### config.mk
export PLATFORM = sky130hd
export DESIGN_NAME = feature_window_buffer_flat
export DESIGN_NICKNAME = d
export VERILOG_FILES = /design/src/rtl/dd_pkg.sv /design/src/rtl/feature_window_buffer_if.sv /design/src/rtl/feature_window_buffer_dropout_filter.sv /design/src/rtl/feature_window_buffer.sv /design/src/flat_wrapper.sv
export SDC_FILE = /design/constraint.sdc
export NUM_CORES = 1
export LEC_CHECK = 0
export ABC_CLOCK_PERIOD_IN_PS = 2600
export CORE_MARGIN = 8
export CORE_UTILIZATION = 53
export CTS_BUF_LIST = sky130_fd_sc_hd__clkbuf_8
export CTS_CLUSTER_SIZE = 16
export DETAILED_ROUTE_END_ITERATION = 10
export PLACE_DENSITY = 0.89
export RECOVER_POWER = 25
export SETUP_SLACK_MARGIN = 0.2
export SLEW_MARGIN = 20
export SYNTH_ARGS = -nofsm -noshare
export SYNTH_HDL_FRONTEND = slang
export SYNTH_HIERARCHICAL = 1
export SYNTH_SLANG_ARGS = --single-unit
export TNS_END_PERCENT = 50
### constraint.sdc
create_clock -name Clock -period 2.6 [get_ports Clock]
set_clock_uncertainty 0.05 [all_clocks]
set_input_delay 0.78 -clock Clock [delete_from_list [all_inputs] [get_ports Clock]]
set_output_delay 0.78 -clock Clock [all_outputs]
set_load 0.02 [all_outputs]
### src/rtl/dd_pkg.sv
// rtl/dd_pkg.sv - shared sample/window types for the feature window buffer and DrowsinessDetector
package dd_pkg;

    localparam int DATA_W = 10;
    localparam int WIN    = 30;
    localparam int CNT_W  = $clog2(WIN + 1);

    typedef logic [DATA_W-1:0] sample_t;

    typedef enum logic [1:0] {
        FILL  = 2'd0,
        ISSUE = 2'd1,
        WAIT  = 2'd2,
        SHIFT = 2'd3
    } fwb_state_t;

endpackage

### src/rtl/feature_window_buffer_if.sv
// rtl/feature_window_buffer_if.sv - sample stream and detector-side signals of the feature window buffer
interface feature_window_buffer_if;
    import dd_pkg::*;

    sample_t            sample_in;
    logic               sample_valid;
    logic               sample_ready;
    logic               ann_done;
    sample_t            win_out [0:WIN-1];
    logic               start;
    logic [CNT_W-1:0]   fill_cnt;
    fwb_state_t         state;

    modport master (
        output sample_in, sample_valid, ann_done,
        input  sample_ready, win_out, start, fill_cnt, state
    );

    modport slave (
        input  sample_in, sample_valid, ann_done,
        output sample_ready, win_out, start, fill_cnt, state
    );

endinterface

### src/rtl/feature_window_buffer_dropout_filter.sv
// rtl/feature_window_buffer_dropout_filter.sv - replaces zero samples with the last non-zero one (DROPOUT_HOLD_EN), else pass-through
module dropout_filter
    import dd_pkg::*;
(
    input  logic    Clock,
    input  logic    Rst,
    input  sample_t sample_in,
    input  logic    xfer,
    output sample_t sample_out
);

`ifdef DROPOUT_HOLD_EN
    sample_t hold_q;
    sample_t hold_d;

    always_comb begin
        hold_d = hold_q;
        if (xfer && (sample_in != '0)) begin
            hold_d = sample_in;
        end
    end

    always_ff @(posedge Clock or negedge Rst) begin
        if (!Rst) begin
            hold_q <= '0;
        end else begin
            hold_q <= hold_d;
        end
    end

    // hold_q is still 0 until the first non-zero sample, so early dropouts store 0
    assign sample_out = (sample_in == '0) ? hold_q : sample_in;
`else
    logic unused_ok;
    assign unused_ok  = ^{Clock, Rst, xfer};
    assign sample_out = sample_in;
`endif

endmodule

### src/rtl/feature_window_buffer.sv
// rtl/feature_window_buffer.sv - builds the 30-sample detector window, issues start, slides by STRIDE on ann_done
// Optional feature: DROPOUT_HOLD_EN (see dropout_filter).
module feature_window_buffer
    import dd_pkg::*;
#(
    parameter int STRIDE = 10
) (
    input  logic                    Clock,
    input  logic                    Rst,
    feature_window_buffer_if.slave  bus
);

    fwb_state_t         state_q,    state_d;
    logic [CNT_W-1:0]   fill_cnt_q, fill_cnt_d;
    logic               start_q,    start_d;
    logic               ready_q,    ready_d;
    sample_t            win_q [0:WIN-1];
    sample_t            win_d [0:WIN-1];
    sample_t            filt_sample;
    logic               xfer;

    assign xfer = bus.sample_valid & ready_q;

    dropout_filter u_dropout_filter (
        .Clock      (Clock),
        .Rst        (Rst),
        .sample_in  (bus.sample_in),
        .xfer       (xfer),
        .sample_out (filt_sample)
    );

    always_comb begin
        state_d    = state_q;
        fill_cnt_d = fill_cnt_q;
        start_d    = start_q;
        win_d      = win_q;
        unique case (state_q)
            FILL: begin
                if (xfer) begin
                    win_d[fill_cnt_q] = filt_sample;
                    fill_cnt_d        = fill_cnt_q + CNT_W'(1);
                    if (fill_cnt_q == CNT_W'(WIN - 1)) begin
                        state_d = ISSUE;
                    end
                end
            end
            ISSUE: begin
                start_d = 1'b1;
                state_d = WAIT;
            end
            WAIT: begin
                if (bus.ann_done) begin
                    start_d = 1'b0;
                    state_d = SHIFT;
                end
            end
            SHIFT: begin
                // modulo keeps the index in range when STRIDE == WIN; the branch is dead then
                for (int i = 0; i < WIN; i++) begin
                    if (i < WIN - STRIDE) begin
                        win_d[i] = win_q[(i + STRIDE) % WIN];
                    end else begin
                        win_d[i] = '0;
                    end
                end
                fill_cnt_d = CNT_W'(WIN - STRIDE);
                state_d    = FILL;
            end
            default: state_d = FILL;
        endcase
        // registered ready tracks the upcoming state so it is low throughout reset
        ready_d = (state_d == FILL);
    end

    always_ff @(posedge Clock or negedge Rst) begin
        if (!Rst) begin
            state_q    <= FILL;
            fill_cnt_q <= '0;
            start_q    <= 1'b0;
            ready_q    <= 1'b0;
            for (int i = 0; i < WIN; i++) begin
                win_q[i] <= '0;
            end
        end else begin
            state_q    <= state_d;
            fill_cnt_q <= fill_cnt_d;
            start_q    <= start_d;
            ready_q    <= ready_d;
            win_q      <= win_d;
        end
    end

    assign bus.sample_ready = ready_q;
    assign bus.start        = start_q;
    assign bus.fill_cnt     = fill_cnt_q;
    assign bus.state        = state_q;
    assign bus.win_out      = win_q;

endmodule

### src/flat_wrapper.sv
// flat-port wrapper written by rule: the top's interface ports become plain ports
module feature_window_buffer_flat import dd_pkg::*;
#(
    parameter int STRIDE = 10
)
  (Clock, Rst, bus_sample_in, bus_sample_valid, bus_ann_done, bus_sample_ready, bus_win_out, bus_start, bus_fill_cnt, bus_state);
  feature_window_buffer_if bus_i ();
  input  logic Clock;
  input  logic Rst;
  input wire logic [$bits(bus_i.sample_in)-1:0] bus_sample_in;
  input wire logic [$bits(bus_i.sample_valid)-1:0] bus_sample_valid;
  input wire logic [$bits(bus_i.ann_done)-1:0] bus_ann_done;
  output wire logic [$bits(bus_i.sample_ready)-1:0] bus_sample_ready;
  output wire logic [$bits(bus_i.win_out)-1:0] bus_win_out;
  output wire logic [$bits(bus_i.start)-1:0] bus_start;
  output wire logic [$bits(bus_i.fill_cnt)-1:0] bus_fill_cnt;
  output wire logic [$bits(bus_i.state)-1:0] bus_state;
  assign bus_i.sample_in = bus_sample_in;
  assign bus_i.sample_valid = bus_sample_valid;
  assign bus_i.ann_done = bus_ann_done;
  assign bus_sample_ready = bus_i.sample_ready;
  assign bus_win_out = {>>{bus_i.win_out}};
  assign bus_start = bus_i.start;
  assign bus_fill_cnt = bus_i.fill_cnt;
  assign bus_state = bus_i.state;
  feature_window_buffer #(.STRIDE(STRIDE)) u_core (.Clock(Clock), .Rst(Rst), .bus(bus_i));
endmodule
==> impl_metrics.tcl <==
set metrics [dict create \
    rows 60 \
    drt_iter0_drc 2043 \
    clock_sinks 309 \
    cp_slowest_cell "clkdlybuf4s50_1" \
    grt_max_degree 76 \
    cp_slowest_stage_delay_ns 0.64 \
    htreeDepth 2 \
    worstPathArrival_ns 1.62 \
    synth_fp_nets 1319 \
    cts-root-buf "clkbuf_8" \
    cellPowerDensity_mw_per_mm2 1070 \
    final_common_cell "dfrtp_1" \
    numPortBuffers 322 \
    fillCellCount 1807 \
    power_frac_comb_pct 45.3 \
    start_util_pct 53.8 \
    final.period_utilization_pct 94.2 \
    tightest_slew_ns 1.80 \
    max_freq_mhz 408 \
    num_vias 13800 \
    final_cell_count_no_fill 2004 \
    whs_ns 0.469 \
    status "finished with violations" \
    ys_warn_count 6 \
    postRouteAntennaNets 0 \
    min_path_type "reg2reg" \
    critPathMaxFanout 3 \
    end_kind "output pin" \
    rsz0062_at_grt "true" \
    final_cell_mix "dfrtp_1, clkdlybuf4s50_1, dlygate4sd2_1" \
    die_h_um 181 \
    clock_latency_ns 0.58 \
    die_w_um 181 \
    sw_frac_of_total_pct 42.3 \
    wl_mm 56.6 \
    antenna_found_initial 1 \
    cts_tree "done" \
    drive_gt1_share_pct 12.4 \
    syn_area_mm2 0.0145 \
    p_leak_nw 9.88 \
    antennaDiodeCount 0 \
    pwr-share-seq_pct 34.5 \
    period_minus_slack_ns 2.45 \
    regArea_mm2 0.00773 \
    clkPwrFrac_pct 20.2 \
    dp_cells 1917 \
    slew_violations 64 \
    overflow 0 \
    cts_buffers 49 \
    dp_hpwl_mm 38.8 \
    start_kind "flip-flop" \
    grt_pass1_vias 13800 \
    clkTransAtPathRegs_ns 0.06 \
    gp_congestion 0.909 \
    grtUsageTotal_pct 32.9 \
    synthCells 1296 \
    setup_violations 0 \
    syn_to_final_growth_pct 34.6 \
    core-area_mm2 0.0270 \
    wl_per_cell_um 28.2 \
    via_per_inst 6.88 \
    crit_buf_inv 1 \
    peakVddDrop_mv 0.772 \
    die_area_mm2 0.0329 \
    fin_nets 1650 \
    slew_headroom_pct -20.2 \
    io_pins 323 \
    synth.avg_cell_area_um2 11.2 \
    path_class "reg2out" \
    clock_path_buffers 3 \
    fin_tns_setup_ns 0 \
    grt_pass1_wl_mm 84.8 \
    drv_cap 1 \
    drc 0 \
    p_int_mw 12.1 \
    drt_pass1_iterations 7 \
    p_sw_mw 8.87 \
    power_mw 21.0 \
    crit_required_ns 1.77 \
    crit_family "buffers and inverters" \
    multi_input_area_mm2 0.00582 \
    path_cells "clkdlybuf4s50_1" \
    violations "max-capacitance violations, max-slew violations" \
    hold_viol 0 \
]
[worst reg2reg max path, stage by stage (launching register included)]
cell	delay, ns
dfrtp_1	0.44
inv_1	0.15
ha_1	0.29
and4b_2	0.49
and4_1	0.57
a221o_1	0.25
[repair_timing]
item,in CTS,in global routing
pin swaps,0,0
gates resized for setup,131,39
gates cloned,0,0
buffers inserted,0,0
endpoints found under the setup margin,263,345
hold buffers,0,0
[layer usage]
| layer | GRT usage (%) | vias to the layer above | part of all wire, % |
|---|---|---|---|
| met5 | 0 | - | 0 |
| met4 | 16.2 | 0 | 5.8 |
| met3 | 11.3 | 266 | 14 |
| met2 | 49.9 | 1252 | 44 |
| met1 | 41.5 | 6718 | 36 |
| li1 | - | 5557 | - |
[final timing paths]
path,from,to,slack (ns),depth (start not counted)
worst min-delay path,u_core/bus.win_out[224],u_core/bus.win_out[224],0.47,1
worst max-delay path,u_core/bus.win_out[42],bus_win_out[42],0.15,1
worst max register to register,u_core/bus.state[0],u_core/bus.win_out[154],0.31,5
min in group asynchronous,Rst,u_core/bus.win_out[204],0.64,1
max in group asynchronous,Rst,u_core/bus.win_out[61],0.50,2
worst min register to register,u_core/bus.win_out[224],u_core/bus.win_out[224],0.47,1
[through the flow]
step	setup WS (ns)	util, %	area [um^2]
after floorplan	0.538	-	14500
after global placement	-0.125	69.1	18600
after detailed placement	-0.180	69.1	18600
after CTS	0.154	72.2	19500
after global routing	0.138	72.4	19500
final	0.150	72.4	19500
[cell type report]
type / count / area share [%]
clock inverters: 28 / 0.923
repair buffers: 419 / 21.4
inverters: 98 / 1.90
flip-flops and latches: 309 / 39.6
clock buffers: 59 / 4.16
multi-input cells: 750 / 29.8
well taps: 341 / 2.19
[sequential cells by signal (all words and copies together) (netlist names)]
name and cells:
u_core/bus.sample_ready 1, u_core/bus.start 1, u_core/bus.win_out 300, u_core/bus.state 2, u_core/bus.fill_cnt 5
[power by group through the flow]
stage / clock network (mW) / logic (mW) / registers [mW]
3_5_place_dp: 0 / 9.57 / 7.24
4_1_cts: 4.24 / 9.37 / 7.18
2_1_floorplan: 0 / 3.41 / 8.44
6_report: 4.24 / 9.51 / 7.24
3_3_place_gp: 0 / 9.34 / 7.20
5_1_grt: 4.44 / 9.90 / 7.33
Power figures use the tool's default switching activity.
